[config.mk]
export PLATFORM = sky130hd
export DESIGN_NAME = spi_master_gen2
export DESIGN_NICKNAME = d
export VERILOG_FILES = /design/src/rtl/spi_pkg.sv /design/src/rtl/spi_clk_gen.sv /design/src/rtl/spi_master_gen2.sv
export SDC_FILE = /design/constraint.sdc
export NUM_CORES = 1
export LEC_CHECK = 0
export CORE_MARGIN = 2
export CORE_UTILIZATION = 50
export CTS_CLUSTER_DIAMETER = 50
export DETAILED_ROUTE_END_ITERATION = 16
export GPL_TIMING_DRIVEN = 0
export HOLD_SLACK_MARGIN = 0.02
export PLACE_DENSITY = 0.75
export SKIP_CTS_REPAIR_TIMING = 1
export SYNTH_ARGS = -nofsm -noshare
export SYNTH_HDL_FRONTEND = slang
export SYNTH_SLANG_ARGS = --single-unit
[constraint.sdc]
create_clock -name clk -period 2.86 [get_ports clk]
set_input_delay 0.572 -clock clk [delete_from_list [all_inputs] [get_ports clk]]
set_output_delay 0.572 -clock clk [all_outputs]
set_load 0.02 [all_outputs]
[src/rtl/spi_pkg.sv]
// Shared types for the second-generation SPI master: mode struct, FSM state enum and
// the four standard CPOL/CPHA mode constants.
package spi_pkg;

    typedef struct packed {
        logic cpol;
        logic cpha;
    } spi_mode_t;

    typedef enum logic [2:0] {
        IDLE  = 3'd0,
        SETUP = 3'd1,
        XFER  = 3'd2,
        HOLD  = 3'd3,
        GAP   = 3'd4
    } spi_state_t;

    localparam spi_mode_t MODE0 = spi_mode_t'(2'b00);
    localparam spi_mode_t MODE1 = spi_mode_t'(2'b01);
    localparam spi_mode_t MODE2 = spi_mode_t'(2'b10);
    localparam spi_mode_t MODE3 = spi_mode_t'(2'b11);

endpackage

[src/rtl/spi_clk_gen.sv]
// Half-period tick generator: while enabled, pulses tick_o once every div_i+1 clk cycles,
// restarting the count on the first enabled cycle.
module spi_clk_gen #(
    parameter int CLKDIV_W = 8
) (
    input  logic                clk,
    input  logic                reset,
    input  logic                en_i,
    input  logic [CLKDIV_W-1:0] div_i,
    output logic                tick_o
);

    logic [CLKDIV_W-1:0] cnt_q, cnt_d, cnt_cur;
    logic                en_q;

    // On enable rise the count starts from div_i so the first tick lands a full period later.
    always_comb begin
        cnt_cur = (en_i && !en_q) ? div_i : cnt_q;
        tick_o  = en_i && (cnt_cur == '0);
        cnt_d   = '0;
        if (en_i) begin
            cnt_d = (cnt_cur == '0) ? div_i : cnt_cur - 1'b1;
        end
    end

    always_ff @(posedge clk) begin
        if (reset) begin
            cnt_q <= '0;
            en_q  <= 1'b0;
        end else begin
            cnt_q <= cnt_d;
            en_q  <= en_i;
        end
    end

endmodule

[src/rtl/spi_master_gen2.sv]
// Parametrised SPI master (all CPOL/CPHA modes, MSB/LSB first, valid/ready TX, RX strobe).
// Optional: define SPI_MST_LOOPBACK_EN to add a loopback input that samples mosi instead of miso.
module spi_master_gen2
    import spi_pkg::*;
#(
    parameter int DATA_W   = 8,
    parameter int NUM_SS   = 4,
    parameter int CLKDIV_W = 8,
    localparam int SS_IDX_W = (NUM_SS > 1) ? $clog2(NUM_SS) : 1
) (
    input  logic                clk,
    input  logic                reset,
    input  logic [1:0]          mode,
    input  logic                lsb_first,
    input  logic [CLKDIV_W-1:0] clk_div,
    input  logic [SS_IDX_W-1:0] ss_sel,
    input  logic                tx_valid,
    output logic                tx_ready,
    input  logic [DATA_W-1:0]   tx_data,
    output logic                rx_valid,
    output logic [DATA_W-1:0]   rx_data,
    output logic                busy,
`ifdef SPI_MST_LOOPBACK_EN
    input  logic                loopback,
`endif
    output logic                sclk,
    output logic                mosi,
    input  logic                miso,
    output logic [NUM_SS-1:0]   ss_n
);

    localparam int EDGE_W = $clog2(2 * DATA_W + 1);
    localparam logic [EDGE_W-1:0] LAST_EDGE = EDGE_W'(2 * DATA_W);

    spi_state_t          state_q, state_d;
    spi_mode_t           mode_q, mode_d;
    logic                lsb_q, lsb_d;
    logic [CLKDIV_W-1:0] div_q, div_d;
    logic [DATA_W-1:0]   txsh_q, txsh_d, rxsh_q, rxsh_d, rx_data_q, rx_data_d;
    logic [EDGE_W-1:0]   edge_q, edge_d;
    logic                sclk_q, sclk_d, mosi_q, mosi_d, rx_valid_q, rx_valid_d;
    logic [NUM_SS-1:0]   ss_n_q, ss_n_d;
    logic                tick, sample_bit, leading;

    function automatic logic [DATA_W-1:0] reverse(input logic [DATA_W-1:0] v);
        logic [DATA_W-1:0] r;
        for (int i = 0; i < DATA_W; i++) r[i] = v[DATA_W-1-i];
        return r;
    endfunction

    spi_clk_gen #(.CLKDIV_W(CLKDIV_W)) u_clk_gen (
        .clk    (clk),
        .reset  (reset),
        .en_i   (state_q != IDLE),
        .div_i  (div_q),
        .tick_o (tick)
    );

`ifdef SPI_MST_LOOPBACK_EN
    logic lb_q;

    always_ff @(posedge clk) begin
        if (reset) begin
            lb_q <= 1'b0;
        end else if (state_q == IDLE && tx_valid) begin
            lb_q <= loopback;
        end
    end

    assign sample_bit = lb_q ? mosi_q : miso;
`else
    assign sample_bit = miso;
`endif

    // Words are stored MSB-aligned (reversed on load for LSB-first) so the shifters only move left.
    always_comb begin
        state_d    = state_q;
        mode_d     = mode_q;
        lsb_d      = lsb_q;
        div_d      = div_q;
        txsh_d     = txsh_q;
        rxsh_d     = rxsh_q;
        rx_data_d  = rx_data_q;
        edge_d     = edge_q;
        sclk_d     = sclk_q;
        mosi_d     = mosi_q;
        ss_n_d     = ss_n_q;
        rx_valid_d = 1'b0;
        leading    = ~edge_q[0];
        case (state_q)
            IDLE: begin
                sclk_d = mode[1];
                if (tx_valid) begin
                    state_d = SETUP;
                    mode_d  = spi_mode_t'(mode);
                    lsb_d   = lsb_first;
                    div_d   = clk_div;
                    txsh_d  = lsb_first ? reverse(tx_data) : tx_data;
                    mosi_d  = mode[0] ? 1'b0 : (lsb_first ? tx_data[0] : tx_data[DATA_W-1]);
                    edge_d  = '0;
                    for (int i = 0; i < NUM_SS; i++) ss_n_d[i] = (ss_sel != SS_IDX_W'(i));
                end
            end
            SETUP, XFER: begin
                if (tick) begin
                    if (edge_q == LAST_EDGE) begin
                        state_d = HOLD;
                    end else begin
                        state_d = XFER;
                        sclk_d  = ~sclk_q;
                        edge_d  = edge_q + 1'b1;
                        if (leading != mode_q.cpha) begin
                            rxsh_d = {rxsh_q[DATA_W-2:0], sample_bit};
                        end else begin
                            mosi_d = mode_q.cpha ? txsh_q[DATA_W-1] : txsh_q[DATA_W-2];
                            txsh_d = {txsh_q[DATA_W-2:0], 1'b0};
                        end
                    end
                end
            end
            HOLD: begin
                if (tick) begin
                    state_d    = GAP;
                    ss_n_d     = '1;
                    mosi_d     = 1'b0;
                    rx_valid_d = 1'b1;
                    rx_data_d  = lsb_q ? reverse(rxsh_q) : rxsh_q;
                end
            end
            GAP: begin
                if (tick) begin
                    state_d = IDLE;
                    sclk_d  = mode_q.cpol;
                end
            end
            default: state_d = IDLE;
        endcase
    end

    always_ff @(posedge clk) begin
        if (reset) begin
            state_q    <= IDLE;
            mode_q     <= MODE0;
            lsb_q      <= 1'b0;
            div_q      <= '0;
            txsh_q     <= '0;
            rxsh_q     <= '0;
            rx_data_q  <= '0;
            edge_q     <= '0;
            sclk_q     <= 1'b0;
            mosi_q     <= 1'b0;
            ss_n_q     <= '1;
            rx_valid_q <= 1'b0;
        end else begin
            state_q    <= state_d;
            mode_q     <= mode_d;
            lsb_q      <= lsb_d;
            div_q      <= div_d;
            txsh_q     <= txsh_d;
            rxsh_q     <= rxsh_d;
            rx_data_q  <= rx_data_d;
            edge_q     <= edge_d;
            sclk_q     <= sclk_d;
            mosi_q     <= mosi_d;
            ss_n_q     <= ss_n_d;
            rx_valid_q <= rx_valid_d;
        end
    end

    assign tx_ready = (state_q == IDLE) && !reset;
    assign busy     = (state_q != IDLE);
    assign rx_valid = rx_valid_q;
    assign rx_data  = rx_data_q;
    assign sclk     = sclk_q;
    assign mosi     = mosi_q;
    assign ss_n     = ss_n_q;

endmodule

Word level (Yosys, flattened, before mapping). Index checks and enable logic that the tools add are counted.

Multiplexer cells: 36. Reductions and logical operators: 25. Bitwise operators: 5. $add $sub $neg: 2. Equality and inequality tests: 15.

Operators by type and width (count): $mux 8 (8); $ne 2x2->1 const B (8); $pmux 8 s2 (1); $reduce_and 4->1 (4); $mux 5 (3); $mux 1 (13); $mux 3 (4); $pmux 3 s4 (1); $pmux 5 s2 (1); $reduce_bool 3->1 (3); $logic_not 8->1 (1); $mux 4 (2); $pmux 4 s2 (1); $sub 8x1->8 const B (1); $eq 3x2->1 const B (2); $pmux 1 s3 (2); $reduce_and 6->1 (1); $reduce_bool 2->1 (3); $reduce_or 2->1 (3); $add 5x1->5 const B (1); $eq 5x5->1 const B (1); $not 1->1 (5); $reduce_and 5->1 (1); $reduce_and 2->1 (2); other kinds (8) (11).

Bits in registers: 59. Output and inout port bits: 17. Bits of input ports: 25. Word-level logic and storage cells: 98.

Logic depth before layout (Yosys ltp).
Word-level depth: 7. Mapped depth: 13. Gate-level depth less buffers: 9.

Modules after synthesis. A second synthesis with hierarchy kept.

Cell total of the unflattened synthesis: 370. Area, all modules: 3229.3 um2.

By module, submodules not included: spi_master_gen2 (instances 1, area each 2521.2 um2, cells each 287); spi_clk_gen (instances 1, area each 708.2 um2, cells each 83).

Least setup slack after synthesis. No wires, ideal clock.

Path type: register -> register. Start point: reg state_q[2]. End point: reg rxsh_q[0]. Clock period less this slack: 2.869 ns. Data arrival time: 2.742 ns. Cell stages (with the launch flop): 13. Setup slack: -0.009 ns. Data required time: 2.732 ns. Path buffers: 4. Library setup time: 0.128 ns. Path through: dfxtp_1 buf_2 nor3_4 inv_2 buf_4 nand2_1 clkbuf_1 mux2i_1 ha_1 clkbuf_1 o2111ai_2 mux2i_1 nor2_1.

Word-level cells in the longest chain between the ends: 6. Elaborated cells on any way between the ends: 9.

RTL lines: start, declared (line spi_master_gen2.sv:35) `spi_state_t state_q, state_d;`; start signal, assigned (line spi_master_gen2.sv:155) `state_q <= state_d;`; $reduce_bool 3->1 *; net busy (line spi_master_gen2.sv:22) `output logic busy,`; $logic_and 1x1->1 (line spi_clk_gen.sv:18) `cnt_cur = (en_i && !en_q) ? div_i : cnt_q;`; $mux 8 (line spi_clk_gen.sv:18); $logic_not 8->1 (line spi_clk_gen.sv:19) `tick_o = en_i && (cnt_cur == '0);`; $logic_and 1x1->1 * (line spi_clk_gen.sv:19); $reduce_and 4->1 (no line) *; end signal, assigned (line spi_master_gen2.sv:160) `rxsh_q <= rxsh_d;`; end, declared (line spi_master_gen2.sv:39) `logic [DATA_W-1:0] txsh_q, txsh_d, rxsh_q, rxsh_d, rx_data_q, rx_data_d;`.

Mark *: on every way through the listed nets, which the timed path passes. The rest lies on a longest branch. A chain may end at the register's enable or synchronous reset.

Worst setup path after layout.
Start point: reg state_q[0]. End point: reg rx_data_q[1] (netlist: rx_data[1]).

Word-level cells in the longest chain between the ends: 6. Elaborated cells on any way between the ends: 7.

RTL lines: $reduce_bool 3->1 (line spi_master_gen2.sv:54) `.en_i (state_q != IDLE),`; $logic_and 1x1->1 (line spi_clk_gen.sv:18); $mux 8 (line spi_clk_gen.sv:18); $logic_not 8->1 (line spi_clk_gen.sv:19); $logic_and 1x1->1 (line spi_clk_gen.sv:19); $reduce_and 2->1 (no line) *; end signal, assigned (line spi_master_gen2.sv:161) `rx_data_q <= rx_data_d;`; end, declared (line spi_master_gen2.sv:39).

Mark *: on every way between the ends. The rest lies on a longest branch, timed or not.

==> results.md <==
* Status: complete, no violations
* Commonest non-fill, non-tap cells in the layout: dfxtp_1 (59), nor2_1 (39), clkdlybuf4s50_1 (39), nand2_1 (36), a21oi_1 (29)
* Die area at 7040 um2
* Worst Hold Class: flip-flop to flip-flop
* Post-synth ARST share at 0
* Register area share after synthesis at 0.370
* Clk buf depth at 2
* Synth-to-Final Area Change at 23.9%
* Maximum vdd drop at 554 uV
* Slew Limit Fails at 0
* FF+latch count, synth at 59
* CTS Sinks at 59
* Core area at 6280 um2
* IO Pins at 42
* Final setup fails at 0
* Synth cell types at 59
* Fin Clk Skew at 7.23 ps
* Initial antenna violation count at 0
* Top FF cell, synth: dfxtp_1
* Gr ovfl total at 0
* Worst-margin pin slew at 818 ps
* Vias per cell at 5.99
* Avg Cell Area, Syn at 8.40 um2
* Crit path kind: flip-flop to flip-flop
* Max Cap Viol at 0
* IO Port Bufs at 39
* # H-tree levels at 3
* Psw at 1.80 mW
* Critical Path RT at 3110 ps
* Fin crit share at 0.962
* Gpl congestion at 0.908
* Vias in the first global route at 2922
* Drt first pass iters at 5
* Syn Nets at 409
* Yosys Warn Count at 0
* Total track usage at 0.244
* TritonCTS Buffers at 9
* Crit start category: flip-flop
* Post-synthesis xor/xnor area fraction at 0.0192
* Ant. Diodes at 0
* Share of cells above drive strength 1 at 0.114
* Sw frac at 0.445
* Clock root cell: clkbuf_8
* CP max-delay cell: dfxtp_1
* Critical Path Sink Type: flip-flop
* Placed wire-length estimate at 5.79 mm
* CP Buf/Inv Count at 7
* Kind of cell adding the most delay to the critical path: buffers and inverters
* Sequential Power Share at 0.275
* Hold Worst Slack at 468 ps
* Clk_lat worst skew at 340 ps
* Relative slew slack at 0.448
* Peak Freq at 364 MHz
* Die height at 83.9 um
* Critical path peak fanout at 10
* Largest net degree at the start of global routing at 12
* CP cell instances: buf_2 -> nor3_4 -> inv_2 -> buf_4 -> nand2_1 -> buf_6 -> mux2i_2 -> ha_2 -> inv_1 -> a2111oi_4 -> buf_4 -> buf_2 -> nor2_1 -> a211oi_1
* CP peak stage delay at 300 ps
* Clock power share at 0.187
* Pwr dens at 1020 nW/um2
* Global-route wire length before repair at 13.9 mm
* Nets at 463
* Syn Inst Count at 380
* Vias at 3089
* Overall Power at 4.05 mW
* Netlist Area Pre-Place at 3190 um2
* Die width at 83.9 um
* Final Hold Vio Count at 0
* Clock transition at path regs at 70 ps
* DR iter-0 viols at 275
* Post-Synth Simple-Gate Area at 0.212
* Adder-cell share of the synthesized area at 0.0157
* Internal cell power at 2.25 mW
* Wire per inst at 16.2 um
* Combinational Power Share at 0.538
* Post-synth EDFFs at 0
* Initial core utilization at 0.509
* Post-synthesis mux area share at 0.119
* CTS tree: done
* Leak pwr at 1.51 nW
* Complex-gate fraction of the synthesized area at 0.213
* Clock period minus worst slack at 2750 ps
* Worst EP arrival at 3000 ps
* Most common cell after layout, fill and taps aside: dfxtp_1
* FP Rows at 29
* DRC at 0
* Largest family of logic cells by synthesized area: compound AO/OA/AOI/OAI gates
* Crit path depth at 14
* Post-route ant nets at 0
* Min-Delay Path Depth at 2
* Detailed Route WL at 8.36 mm
* R2R depth at 14
==> sequential cells by signal, indices dropped and copies added, names as in the netlist, 2 cells and up <==
register	count
rxsh_q	8
edge_q	5
mode_q	2
txsh_q	8
ss_n	4
state_q	3
div_q	8
u_clk_gen.cnt_q	8
rx_data	8
==> worst min-delay path, cell delays in order, from the launching register on <==
cell and delay (ps):
dfxtp_1 310, nand3_1 60, a21oi_1 50
==> path summary, 6_finish.rpt <==
kind / from / to / slack, ps
worst min-delay path: txsh_q[7]$_SDFFE_PP0P_ / txsh_q[7]$_SDFFE_PP0P_ / 470
worst max register to register: state_q[0]$_SDFFE_PP0P_ / rx_data[1]$_SDFFE_PP0P_ / 110
worst min register to register: txsh_q[7]$_SDFFE_PP0P_ / txsh_q[7]$_SDFFE_PP0P_ / 470
worst max-delay path: state_q[0]$_SDFFE_PP0P_ / rx_data[1]$_SDFFE_PP0P_ / 110
==> metrics by stage <==
step	utilization	std cells	setup TNS, ps	setup WS [ps]	cell area, um2
2_1_floorplan	-	380	0	27.0	3190
3_3_place_gp	0.586	496	-12170	-570	3680
3_5_place_dp	0.586	496	-13420	-586	3680
4_1_cts	0.617	512	-14590	-620	3870
5_1_grt	0.630	516	-198	-31.0	3960
6_report	0.630	516	0	110	3960
==> cells in the mapped netlist, drive strengths merged, types with 5 or more instances <==
master  instances  area (um2)
a211oi         12         103
a21o            7        52.6
a21oi          30         150
buf            11        60.1
clkbuf         17        63.8
dfxtp          59        1180
inv            11        41.3
mux2            8        90.1
mux2i          29         290
nand2          36         135
nand3          13        65.1
nand4           5        31.3
nor2           39         146
nor3           19         106
o211ai          7        52.6
o21ai          10        50.0
or3             6        37.5
xor2            5        43.8
==> power by group through the flow <==
| stage | registers (mW) | logic, mW | clock network [mW] |
|---|---|---|---|
| after CTS | 1.11 | 2.05 | 0.772 |
| after floorplan | 1.13 | 1.51 | 0 |
| after detailed placement | 1.13 | 2.04 | 0 |
| after global routing | 1.14 | 2.39 | 0.806 |
| final | 1.12 | 2.18 | 0.757 |
| after global placement | 1.12 | 2.00 | 0 |
==> kinds of logic (layout without fill, tap and decap cells) <==
kind of cell,after synthesis,count (layout)
AOI/OAI and AO/OA,95,95
xor gates and xnor gates,7,7
adders and majority gates,4,4
buffers and inverters,39,98
DFF,59,59
muxes,37,37
and+or+nand+nor,139,139
==> area by class of cell <==
| class | count | area, um2 |
|---|---|---|
| fillers | 562 | 2320 |
| multi-input cells | 282 | 1880 |
| flip-flops and latches | 59 | 1180 |
| repair buffers | 43 | 418 |
| plain buffers | 28 | 148 |
| clock buffers | 10 | 128 |
| well taps | 77 | 96.3 |
| clock inverters | 6 | 65.1 |
| inverters | 11 | 41.3 |
==> per-layer routing <==
| layer | routed length, um | track usage | vias to the layer above |
|---|---|---|---|
| met5 | 0 | 0 | - |
| met4 | 97 | 0.0806 | 0 |
| met3 | 462 | 0.0623 | 8 |
| met2 | 3990 | 0.385 | 102 |
| met1 | 3810 | 0.324 | 1471 |
| li1 | - | - | 1508 |
(Power assumes the default switching activity.)
